$ cat src/rtl/serial_subtractor_pkg.sv
// Shared definitions for the bit-serial subtractor.
// State encoding used by the control FSM.
package serial_subtractor_pkg;

  typedef enum logic [1:0] {
    S_IDLE  = 2'd0,
    S_SHIFT = 2'd1,
    S_DONE  = 2'd2
  } state_t;

endpackage

$ cat src/rtl/serial_subtractor_fa_cell.sv
// One-bit full adder.
// This is the single arithmetic slice of the serial datapath.
module fa_cell (
  input  logic i_a,
  input  logic i_b,
  input  logic i_cin,
  output logic o_s,
  output logic o_cout
);

  assign o_s    = i_a ^ i_b ^ i_cin;
  assign o_cout = (i_a & i_b) | (i_cin & (i_a ^ i_b));

endmodule

$ cat src/rtl/serial_subtractor.sv
// Bit-serial ripple-borrow subtractor: d = a - b - bin.
// Processes one bit per clock through one full-adder cell.
module serial_subtractor
  import serial_subtractor_pkg::*;
#(
  parameter int WIDTH = 4
) (
  input  logic             clk,
  input  logic             rst,
  input  logic             start,
  input  logic [WIDTH-1:0] a,
  input  logic [WIDTH-1:0] b,
  input  logic             bin,
  output logic             busy,
  output logic             done,
  output logic [WIDTH-1:0] d,
  output logic             bout,
  output logic             zero,
  output logic             ovf
);

  localparam int CW = (WIDTH > 1) ? $clog2(WIDTH) : 1;
  localparam logic [CW-1:0] LAST = CW'(WIDTH - 1);

  state_t r_state;
  state_t w_next;

  logic [WIDTH-1:0] r_sa;
  logic [WIDTH-1:0] r_sb;
  logic [WIDTH-2:0] r_res;
  logic [CW-1:0]    r_cnt;
  logic             r_carry;
  logic             r_amsb;
  logic             r_bmsb;
  logic [WIDTH-1:0] r_d;
  logic             r_bout;
  logic             r_zero;
  logic             r_ovf;

  logic             w_sum;
  logic             w_cout;
  logic             w_accept;
  logic             w_last;
  logic [WIDTH-1:0] w_res_nx;

  fa_cell u_fa (
    .i_a    (r_sa[0]),
    .i_b    (r_sb[0]),
    .i_cin  (r_carry),
    .o_s    (w_sum),
    .o_cout (w_cout)
  );

  assign w_accept = start &&
    ((r_state == S_IDLE) || (r_state == S_DONE));
  assign w_last = (r_state == S_SHIFT) &&
    (r_cnt == LAST);
  assign w_res_nx = {w_sum, r_res};

  always_ff @(posedge clk) begin
    if (rst) r_state <= S_IDLE;
    else     r_state <= w_next;
  end

  always_comb begin
    w_next = r_state;
    unique case (r_state)
      S_IDLE:  if (start) w_next = S_SHIFT;
      S_SHIFT: if (r_cnt == LAST) w_next = S_DONE;
      S_DONE:  w_next = start ? S_SHIFT : S_IDLE;
      default: w_next = S_IDLE;
    endcase
  end

  always_comb begin
    busy = 1'b0;
    done = 1'b0;
    unique case (r_state)
      S_SHIFT: busy = 1'b1;
      S_DONE:  done = 1'b1;
      default: ;
    endcase
  end

  // Subtraction as a + ~b + ~bin; borrow is the inverted carry.
  always_ff @(posedge clk) begin
    if (rst) begin
      r_sa    <= '0;
      r_sb    <= '0;
      r_res   <= '0;
      r_cnt   <= '0;
      r_carry <= 1'b0;
      r_amsb  <= 1'b0;
      r_bmsb  <= 1'b0;
      r_d     <= '0;
      r_bout  <= 1'b0;
      r_zero  <= 1'b0;
      r_ovf   <= 1'b0;
    end else if (w_accept) begin
      r_sa    <= a;
      r_sb    <= ~b;
      r_carry <= ~bin;
      r_cnt   <= '0;
      r_amsb  <= a[WIDTH-1];
      r_bmsb  <= b[WIDTH-1];
    end else if (r_state == S_SHIFT) begin
      r_sa    <= r_sa >> 1;
      r_sb    <= r_sb >> 1;
      r_carry <= w_cout;
      r_res   <= w_res_nx[WIDTH-1:1];
      if (!w_last) r_cnt <= r_cnt + 1'b1;
      if (w_last) begin
        r_d    <= w_res_nx;
        r_bout <= ~w_cout;
        r_zero <= (w_res_nx == '0);
        r_ovf  <= (r_amsb != r_bmsb) &&
                  (w_sum != r_amsb);
      end
    end
  end

  assign d    = r_d;
  assign bout = r_bout;
  assign zero = r_zero;
  assign ovf  = r_ovf;

endmodule

$ cat config.mk
export PLATFORM = sky130hd
export DESIGN_NAME = serial_subtractor
export DESIGN_NICKNAME = d
export VERILOG_FILES = /design/src/rtl/serial_subtractor_pkg.sv /design/src/rtl/serial_subtractor_fa_cell.sv /design/src/rtl/serial_subtractor.sv
export SDC_FILE = /design/constraint.sdc
export NUM_CORES = 1
export LEC_CHECK = 0
export ABC_AREA = 1
export ABC_CLOCK_PERIOD_IN_PS = 1900
export BUFFER_PORTS_ARGS = -buffer_cell sky130_fd_sc_hd__buf_2
export CELL_PAD_IN_SITES_DETAIL_PLACEMENT = 0
export CELL_PAD_IN_SITES_GLOBAL_PLACEMENT = 1
export CORE_AREA = 3 3 59 61
export CTS_CLUSTER_SIZE = 8
export DETAILED_ROUTE_END_ITERATION = 10
export DIE_AREA = 0 0 62 64
export GPL_TIMING_DRIVEN = 0
export PLACE_DENSITY = 0.8
export SYNTH_ARGS = -nofsm -noshare
export SYNTH_HDL_FRONTEND = slang
export SYNTH_SLANG_ARGS = --single-unit
$ cat constraint.sdc
create_clock -name clk -period 1.9 [get_ports clk]
set_clock_uncertainty 0.15 [all_clocks]
set_input_delay 0 -clock clk [delete_from_list [all_inputs] [get_ports clk]]
set_output_delay 0 -clock clk [all_outputs]
set_load 0.05 [all_outputs]
Word level (Yosys, flattened, before mapping)
Index checks and enable logic that the tools add are counted.
{"block": "word_totals", "reg_bits": 25, "inputBits": 12, "out_inout_bits": 9, "word_cells": 54}
{"block": "classes", "addsub": 1, "eq_ne": 7, "mux": 12, "bitwise": 10, "reduce_logical": 12}
{"cell": "2-to-1 mux 4 bit", "n": 4}
{"cell": "one-hot mux 2 bit (3 select lines)", "n": 1}
{"cell": "AND reduction 2 bit", "n": 3}
{"cell": "2-to-1 mux 1 bit", "n": 5}
{"cell": "== test 2 bit (second input constant)", "n": 2}
{"cell": "logical NOT 4 bit", "n": 1}
{"cell": "2-to-1 mux 2 bit", "n": 2}
{"cell": "!= test 2 bit (second input constant)", "n": 2}
{"cell": "NOT 1 bit", "n": 4}
{"cell": "NOT 4 bit", "n": 1}
{"cell": "logical AND 1 bit", "n": 3}
{"cell": "AND reduction 3 bit", "n": 1}
{"cell": "adder 2 x 1 -> 2 bit (second input constant)", "n": 1}
{"cell": "bitwise AND 1 bit", "n": 2}
{"cell": "== test 2 x 1 -> 1 bit (second input constant)", "n": 1}
{"cell": "logical NOT 2 bit", "n": 1}
{"cell": "!= test 1 bit", "n": 2}
{"cell": "nonzero test 2 bit", "n": 1}
{"cell": "OR reduction 2 bit", "n": 1}
{"cell": "XOR 1 bit", "n": 2}
{"cell": "logical OR 1 bit", "n": 1}
{"cell": "bitwise OR 1 bit", "n": 1}

Logic depth before layout (Yosys ltp)
Gate-level depths: netlist (run 1).
{"block": "depth", "word_depth": 5, "depth_mapped": 8, "ltp_nobuf": 7}

Cells and area by module
From an unflattened synthesis (run 1), not the netlist that was laid out.
{"block": "unflattened", "cells_unflattened": 150, "area_unflattened_um2": 1122.3}
{"module": "serial_subtractor", "instances": 1, "cells_each": 149, "area_per_inst_um2": 1102.3, "seq_area_each_um2": 500.5}
{"module": "fa_cell", "instances": 1, "cells_each": 1, "area_per_inst_um2": 20.0, "seq_area_each_um2": 0.0}

Worst setup path after synthesis (run 1)
Ideal clock, no wire load.
{"block": "synth_timing", "kind": "reg-to-reg", "start": "register r_state[0]", "end": "register r_cnt[0]", "setup_ps": 116, "t_arrival_ps": 1524, "required_time_ps": 1634, "slack_ps": 110, "stages_incl_launch_ff": 7, "n_path_buf": 1, "period_less_slack_ps": 1790, "path_cell_list": "dfxtp_1 > buf_6 > inv_8 > nor2_1 > nand2_1 > nand2_1 > a21oi_1"}
{"block": "synth_via", "elab_chain_cells": 4, "word_cells_on_any_way": 9, "cone_classes": "2 x eq/ne; 1 x bitwise; 6 x reduce/logical"}
{"element": "from (decl)", "line_no": "serial_subtractor.sv:25", "rtl": "state_t r_state;"}
{"element": "from (signal assigned)", "line_no": "serial_subtractor.sv:62", "rtl": "else r_state <= w_next;"}
{"element": "== test 2 bit, or another cell as far along", "line_no": "serial_subtractor.sv:55", "rtl": "((r_state == S_IDLE) || (r_state == S_DONE));"}
{"element": "logical OR 1 bit or logical AND 1 bit (tied branches)", "line_no": "serial_subtractor.sv:55, serial_subtractor.sv:56"}
{"element": "logical AND 1 bit or NOT 1 bit (tied branches)"}
{"element": "OR reduction 2 bit (no source line) or AND reduction 2 bit (tied branches)"}
{"element": "to (signal assigned)", "line_no": "serial_subtractor.sv:111", "rtl": "if (!w_last) r_cnt <= r_cnt + 1'b1;"}
{"element": "to (decl)", "line_no": "serial_subtractor.sv:31", "rtl": "logic [CW-1:0] r_cnt;"}
Several ways; a longest one is shown, not always the timed one.
A chain may end at the register's enable or synchronous reset.

Final worst setup path (run 1)
{"block": "layout_timing", "start": "register r_state[0]", "end": "register r_sb[3]"}
{"block": "layout_via", "elab_chain_cells": 4, "word_cells_on_any_way": 7, "cone_classes": "2 x eq/ne; 1 x mux; 4 x reduce/logical"}
{"element": "== test 2 bit or logical NOT 2 bit (tied branches)", "line_no": "serial_subtractor.sv:55"}
{"element": "logical OR 1 bit", "line_no": "serial_subtractor.sv:55"}
{"element": "logical AND 1 bit", "line_no": "serial_subtractor.sv:54", "rtl": "assign w_accept = start &&"}
{"element": "2-to-1 mux 4 bit or nonzero test 2 bit (tied branches)"}
{"element": "to (signal assigned)", "line_no": "serial_subtractor.sv:101", "rtl": "r_sb <= ~b;"}
{"element": "to (signal assigned)", "line_no": "serial_subtractor.sv:108", "rtl": "r_sb <= r_sb >> 1;"}
{"element": "to (decl)", "line_no": "serial_subtractor.sv:29", "rtl": "logic [WIDTH-1:0] r_sb;"}
Several ways; a longest one is shown, not always the timed one.

==> run summary, run 1 <==
Crit Path Class = reg2reg
Crit-path slowest cell = dlygate4sd3_1
worst hold path class = reg2reg
synthesized net count = 169
fin crit share = 0.941
initial antenna violation count = 0
Reg clk slew, reported paths = 140 ps
Seq cells post-synth = 25
fin cells = 235
R2R Path End = r_sb[3]$_SDFFE_PP0P_
CP arrival = 1900 ps
vias per cell = 4.41
vias in the first global route = 941
ANT cells = 0
Die Y = 64 µm
minimum clock period = 1790 ps
width of the die = 62 µm
maxcap violations = 0
layout cell share with drive strength beyond 1 = 0.188
Top delay family on crit path = buffers and inverters
Peak Freq = 559 MHz
worst-path maximum fanout = 9
DRC viols = 0
global route overflow = 0
# rows = 20
Setup WS pre-CTS = 363 ps
post-synth top area cell = dfxtp_1
GRT Total Usage = 0.138
Leak Pwr = 0.669 nW
Critical Path End = r_sb[3]$_SDFFE_PP0P_
Routed WL per cell = 10.4 µm
wire length of the first global-routing pass = 4170 µm
register area share after synthesis = 0.438
Reg2Reg Setup Slack = 110 ps
post-DP HPWL = 1770 µm
Synth Cell Area = 0.00114 mm²
FF-to-FF Start = r_state[0]$_SDFFE_PP0P_
iteration-0 DRC count of the detailed router = 26
WP buf/inv = 3
Fin. Hold Viols = 0
die outline area = 0.00397 mm²
Critical Path Stages = 6
Post-DRT Antenna Nets = 0
H-Tree Depth = 1
routed vias = 1036
TritonCTS buffer count = 3
Area contributors post-synth = dfxtp_1 (44%), nand2_1 (12%), a21oi_1 (7.0%)
status = complete, no violations
final count of pins violating max slew = 0
drt pass-1 iters = 4
Critical Path Start = r_state[0]$_SDFFE_PP0P_
P&R area growth vs syn = 26.8%
Finish-stage setup viols = 0
Initial Util = 0.378
cells on worst reg2reg path = 6
Peak VDD IR = 0.266 mV
CTS tree = yes
share of the synthesized area in the top cell type = 0.438
relative slew slack = 0.834
crit path launch type = flip-flop
final setup margin = 112 ps
Worst-Skew Late Latency = 310 ps
# port buffers = 19
maximum clock insertion buffer count = 2
syn avg cell area = 7.38 µm²
Distinct cells, synth = 21
critical path cell sequence = buf_6 -> inv_8 -> nand2_4 -> or2_4 -> a21oi_2 -> dlygate4sd3_1
largest net degree at the start of global routing = 14
Worst-Margin Slew = 249 ps
core area = 0.00303 mm²
IO Pins = 21
GPL Wtd Cong = 0.762
Synth warnings = 0
unrepaired setup endpoints after global routing = no
CTS Root Cell = clkbuf_4
PD cells = 691 mW/mm²
final wirelength = 2450 µm
NumNets Final = 206
critical path required time = 2020 ps
Setup crit end kind = flip-flop
crit-path max cell delay = 560 ps
placed cells = 218
clock sink total = 25
Post-Synthesis Cells = 155
Total Neg Setup Slack = 0 ps
==> worst reg2reg max path: stages (launching register included) <==
cell	delay [ps]
dfxtp_1	330
buf_6	160
inv_8	80
nand2_4	90
or2_4	250
a21oi_2	120
dlygate4sd3_1	560
==> layout make-up <==
| type | count | area (µm²) |
|---|---|---|
| clock buffer | 4 | 26.3 |
| timing repair buffer | 32 | 225 |
| inverter | 24 | 97.6 |
| sequential | 25 | 500 |
| buffer | 4 | 32.5 |
| multi-input combinational | 102 | 513 |
| fill | 305 | 1580 |
| tap | 44 | 55.1 |
==> power breakdown <==
group | switching (W) | internal (W) | leakage (nW)
Sequential | 0.0000140 | 0.000554 | 0.205
Combinational | 0.000111 | 0.0000821 | 0.450
Clock | 0.000159 | 0.0000820 | 0.0150
Total | 0.000284 | 0.000718 | 0.669
==> cells in the mapped netlist (all sizes together) <==
cell / count
inv: 24
or2: 1
buf: 4
o22ai: 1
a21oi: 17
nand2: 41
ha: 1
nand3: 11
nand3b: 2
o21ai: 4
nor3: 3
nor2: 20
fa: 1
dfxtp: 25
==> worst min-delay path by stage <==
stage,cells past startpoint,start,endpoint
final,2,bout$_SDFFE_PP0P_,bout$_SDFFE_PP0P_
after global routing,2,bout$_SDFFE_PP0P_,bout$_SDFFE_PP0P_
after CTS,3,rst,d[0]$_SDFFE_PP0P_
after detailed placement,4,b[1],r_sb[1]$_SDFFE_PP0P_
after global placement,4,b[1],r_sb[1]$_SDFFE_PP0P_
after floorplan,2,a[3],r_sa[3]$_SDFFE_PP0P_
==> per-stage QoR <==
step                      utilization  power, W  cell area [µm²]  hold WS [ps]
after floorplan                     -  0.000707             1140          16.4
after global placement          0.427  0.000747             1290           125
after detailed placement        0.427  0.000751             1290           130
after CTS                       0.479   0.00101             1450           320
after global routing            0.479   0.00106             1450           337
final                           0.479   0.00100             1450           322
==> sequential cells by signal (all words and copies together) (netlist names) <==
register / flops
d: 4
r_sa: 4
r_sb: 4
r_res: 3
r_cnt: 2
r_state: 2
bout: 1
ovf: 1
r_amsb: 1
r_bmsb: 1
r_carry: 1
zero: 1
==> placed cells by master, fill, tap and decap left out, types with 2 or more instances in the layout <==
master          n
inv_1          21
nor2_1         19
a21oi_1        16
buf_2          21
clkbuf_4        3
nand3_1        10
nand2_1        38
dlygate4sd3_1  13
inv_2           2
dfxtp_1        25
buf_6           2
nor3_1          3
o21ai_0         4
nand3b_1        2
nand2_4         3
==> logic make-up after synthesis <==
group,share of synthesized area
AO/OA/AOI/OAI,0.101
adder cells (fa/ha/maj),0.0284
AND/OR/NAND/NOR,0.319
buffers and inverters,0.114
flip-flops,0.438
==> routing by layer <==
| layer | vias up | routed length (µm) | GRT usage |
|---|---|---|---|
| li1 | 556 | - | - |
| met1 | 461 | 1170 | 0.183 |
| met2 | 17 | 1170 | 0.219 |
| met3 | 2 | 81 | 0.0242 |
| met4 | 0 | 20 | 0.0477 |
| met5 | - | 0 | 0 |
==> timing repair <==
item,in CTS,in global routing
resized for setup,0,0
endpoints found under the hold margin,17,0
hold buffers,13,0
setup buffers,0,0
Power figures use the tool's default switching activity.
==> run 2, diff against run 1 <==
CELL_PAD_IN_SITES_DETAIL_PLACEMENT = unset   (was 0)
CELL_PAD_IN_SITES_GLOBAL_PLACEMENT = unset   (was 1)
CORE_AREA = 3 3 51 53   (was 3 3 59 61)
DIE_AREA = 0 0 54 56   (was 0 0 62 64)
PLACE_DENSITY = 0.79   (was 0.8)
==> run 2 against run 1 <==
Fmax increased by 2.1%. Sequential cell count stayed put. Non-clock buffer count rose by 2. Final cell count fell by 6.0%. Sequential share of layout area did not move. Count of clock-buffer cells in the layout stayed put. Register-to-register slack gained 40 ps. Power is 0.47% lower. Combinational power is essentially flat. Largest power group unchanged. Sequential power is essentially flat. Core utilization grew 18 points. Wire length down 5.8%.
==> run summary, run 2 (synthesis gave the netlist of run 1 again) <==
Worst-Skew Late Latency = 310 ps
Setup crit end kind = flip-flop
layout cell share with drive strength beyond 1 = 0.187
fin crit share = 0.922
NumNets Final = 208
routed vias = 1050
area occupied by multi-input gates = 513 µm²
Register Area = 500 µm²
internal power = 0.000721 W
Reg2Reg Setup Slack = 150 ps
maxcap violations = 0
die outline area = 0.00302 mm²
Finish-stage setup viols = 0
NetSw = 0.000276 W
TritonCTS buffer count = 3
CTS Root Cell = clkbuf_4
Worst-Margin Slew = 255 ps
Peak VDD IR = 0.449 mV
filler cell count = 192
Routed WL per cell = 10.4 µm
post-DP HPWL = 1650 µm
met2 GRT Util = 0.306
GPL Wtd Cong = 0.798
PD cells = 688 mW/mm²
fin util = 0.662
H-Tree Depth = 1
GRT Total Usage = 0.175
maximum clock insertion buffer count = 2
relative slew slack = 0.831
clock sink total = 25
unrepaired setup endpoints after global routing = no
critical path required time = 2010 ps
initial antenna violation count = 0
fin cells = 221
ANT cells = 0
Die Y = 56 µm
final count of pins violating max slew = 0
DRC viols = 0
Reg clk slew, reported paths = 130 ps
final wirelength = 2300 µm
# hold bufs at CTS = 15
CTS tree = yes
status = complete, no violations
Crit Path Class = reg2reg
commonest non-fill, non-tap cell in the layout = nand2_1
# rows = 17
Peak Freq = 571 MHz
width of the die = 54 µm
minimum clock period = 1750 ps
Final Power = 0.000997 W
# port buffers = 19
crit path launch type = flip-flop
post-CTS setup buffer count = 0
Comb pwr share = 0.195
vias in the first global route = 1007
post-CTS sizing = 0
worst hold path class = reg2reg
wire length of the first global-routing pass = 3970 µm
commonest cells after routing, fill and taps aside = nand2_1 (38), dfxtp_1 (25), inv_1 (21), buf_2 (21), nor2_1 (19)
drt pass-1 iters = 4
Clock power frac = 0.234
grt peak-use layer = met2
worst-path maximum fanout = 9
P&R area growth vs syn = 26.8%
vias per cell = 4.75
met1 Use GR = 0.196
largest net degree at the start of global routing = 14
Fin. Hold Viols = 0
sequential power share = 0.571
Post-DRT Antenna Nets = 0
placed cells = 202
Initial Util = 0.522
Switching Fraction = 0.277
grt met3 use = 0.0322
Total Neg Setup Slack = 0 ps
Leak Pwr = 0.674 nW
core area = 0.00219 mm²
CP arrival = 1860 ps
IO Pins = 21
global route overflow = 0
iteration-0 DRC count of the detailed router = 14
-- run 2: layer usage --
metal | wire length (µm) | up-vias
met1 | 996 | 466
met3 | 103 | 4
met5 | 0 | -
met4 | 39 | 0
li1 | - | 559
met2 | 1160 | 21
-- run 2: area by class of cell --
class                           instances  area share
Clock buffer                            4      0.0181
Buffer                                  4      0.0224
Timing Repair Buffer                   34       0.169
Inverter                               24      0.0673
Multi-Input combinational cell        102       0.354
Tap cell                               28      0.0242
Sequential cell                        25       0.345
-- run 2: worst max-delay path: stages, from the launching register on --
cell           delay [ps]
dfxtp_1               330
buf_6                 150
inv_8                  70
nand2_4                90
or2_4                 250
a21oi_2               110
dlygate4sd3_1         550
-- run 2: power by group through the flow --
stage	logic, W	clock network [W]	registers (W)
3_5_place_dp	0.000168	0	0.000581
4_1_cts	0.000194	0.000244	0.000569
6_report	0.000195	0.000233	0.000569
5_1_grt	0.000219	0.000265	0.000572
2_1_floorplan	0.000131	0	0.000577
3_3_place_gp	0.000164	0	0.000579
-- run 2: worst paths after layout --
check	start	to	depth (start not counted)
hold reg to reg	d[0]$_SDFFE_PP0P_	d[0]$_SDFFE_PP0P_	2
hold / removal	d[0]$_SDFFE_PP0P_	d[0]$_SDFFE_PP0P_	2
setup reg to reg	r_state[0]$_SDFFE_PP0P_	r_sb[3]$_SDFFE_PP0P_	6
setup / recovery	r_state[0]$_SDFFE_PP0P_	r_sb[3]$_SDFFE_PP0P_	6
-- run 2: through the flow --
step	area [µm²]	setup WS [ps]	hold slack, ps
global placement	1270	400	111
global route	1450	116	344
finish	1450	149	319
detailed placement	1270	381	124
CTS	1450	159	323
floorplan	1140	110	16.4
==> run 3, diff against run 2 <==
BUFFER_PORTS_ARGS = unset   (was -buffer_cell sky130_fd_sc_hd__buf_2)
CORE_AREA = 3 3 48 50   (was 3 3 51 53)
DIE_AREA = 0 0 51 53   (was 0 0 54 56)
DONT_BUFFER_PORTS = 1   (was unset)
PLACE_DENSITY = 0.78   (was 0.79)
==> run 3 against run 2 <==
Power decreased by 0.10%. Clock power increased by 5%. Die area decreased by 11%. Sequential cell count unchanged. Via count decreased by 3.6%. Non-clock buffer count decreased by 21. Core utilization increased by 2.6 points. Sequential power about the same. Critical path depth decreased by 4. Setup slack improved by 39 ps. First-iteration DRC count decreased by 14%. Critical path type is now reg2out. Largest cell class unchanged.
==> run summary, run 3 (synthesis gave the netlist of run 1 again) <==
status = complete, no violations
worst-path maximum fanout = 7
TritonCTS buffer count = 3
vias in the first global route = 986
drt pass-1 iters = 4
width of the die = 51 µm
minimum clock period = 1710 ps
Peak VDD IR = 0.432 mV
Worst-Margin Slew = 892 ps
# rows = 16
unrepaired setup endpoints after global routing = no
filler cell count = 164
CTS tree = yes
iteration-0 DRC count of the detailed router = 12
Initial Util = 0.589
initial antenna violation count = 0
Routed WL per cell = 12.2 µm
core area = 0.00194 mm²
vias per cell = 5.09
relative slew slack = 0.403
commonest cells after routing, fill and taps aside = nand2_1 (38), dfxtp_1 (25), inv_1 (21)
Crit-path slowest cell = nor2_1
GRT Total Usage = 0.209
Register Area = 500 µm²
Fin. Hold Viols = 0
DRC viols = 0
routed vias = 1012
NumNets Final = 187
H-Tree Depth = 1
crit-path max cell delay = 700 ps
worst hold path class = in2reg
area occupied by multi-input gates = 515 µm²
final count of pins violating max slew = 0
layout cell share with drive strength beyond 1 = 0.105
clock sink total = 25
ANT cells = 0
fin util = 0.688
CTS Root Cell = clkbuf_4
maximum clock insertion buffer count = 2
GPL Wtd Cong = 0.796
CP arrival = 1560 ps
Die Y = 53 µm
largest net degree at the start of global routing = 14
critical path cell sequence = inv_2 -> nor2_1
Crit Path Class = reg2out
# port buffers = 0
Peak Freq = 584 MHz
Setup crit end kind = primary output
critical path required time = 1750 ps
Hold Slack = 242 ps
Reg2Reg Setup Slack = 230 ps
global route overflow = 0
post-DP HPWL = 1580 µm
P&R area growth vs syn = 16.8%
crit path launch type = flip-flop
maxcap violations = 0
commonest non-fill, non-tap cell in the layout = nand2_1
Finish-stage setup viols = 0
wire length of the first global-routing pass = 4180 µm
fin crit share = 0.901
post-CTS setup buffer count = 0
Reg clk slew, reported paths = 150 ps
final wirelength = 2440 µm
PD cells = 746 mW/mm²
Leak Pwr = 0.575 nW
die outline area = 0.00270 mm²
Post-DRT Antenna Nets = 0
IO Pins = 21
Worst-Skew Late Latency = 320 ps
-- run 3: final timing paths --
kind,endpoint,cells past startpoint,from
min reg2reg,d[0]$_SDFFE_PP0P_,2,r_res[0]$_SDFFE_PP0P_
max reg2reg,r_sa[3]$_SDFFE_PP0P_,5,r_state[0]$_SDFFE_PP0P_
max,done,2,r_state[1]$_SDFFE_PP0P_
min,r_sb[3]$_SDFFE_PP0P_,3,b[3]
-- run 3: what timing repair did --
item / CTS / global route
gates cloned: 0 / 0
resized for setup: 1 / 0
hold buffers: 14 / 0
endpoints found under the hold margin: 17 / 0
setup endpoints to repair: 3 / 1
pin swaps: 0 / 0
-- run 3: area by class of cell --
cell class | count | area share
tap | 27 | 0.0253
multi-input combinational | 102 | 0.386
buffer | 4 | 0.0243
inverter | 24 | 0.0730
sequential | 25 | 0.375
clock buffer | 4 | 0.0197
timing repair buffer | 13 | 0.0974
-- run 3: per-stage QoR --
stage                     cells  setup slack (ps)  TNS [ps]  instance area (µm²)  total power [W]
final                       199               188         0                 1340         0.000996
after global routing        199               136         0                 1340          0.00104
after CTS                   200              91.0         0                 1350         0.000993
after detailed placement    182             -32.2     -63.2                 1180         0.000736
after global placement      182             -8.18     -14.8                 1180         0.000730
after floorplan             155               110         0                 1140         0.000707
-- run 3: worst max-delay path: cells and delay by family (launching register included) --
kind | cells | cell delay, ps
buffers and inverters | 1 | 130
DFF | 1 | 410
and+or+nand+nor | 1 | 700
-- run 3: where the power goes --
group          switching [W]  total (W)  internal [W]
registers          0.0000146   0.000568      0.000554
clock network       0.000161   0.000244     0.0000821
logic               0.000111   0.000184     0.0000732
total               0.000287   0.000996      0.000709
-- run 3: routing by layer --
| layer | wire length, µm | vias up | global-route usage |
|---|---|---|---|
| met5 | 0 | - | 0 |
| met4 | 33 | 0 | 0.0987 |
| met3 | 125 | 6 | 0.0338 |
| met2 | 1260 | 26 | 0.386 |
| met1 | 1020 | 462 | 0.231 |
| li1 | - | 518 | - |
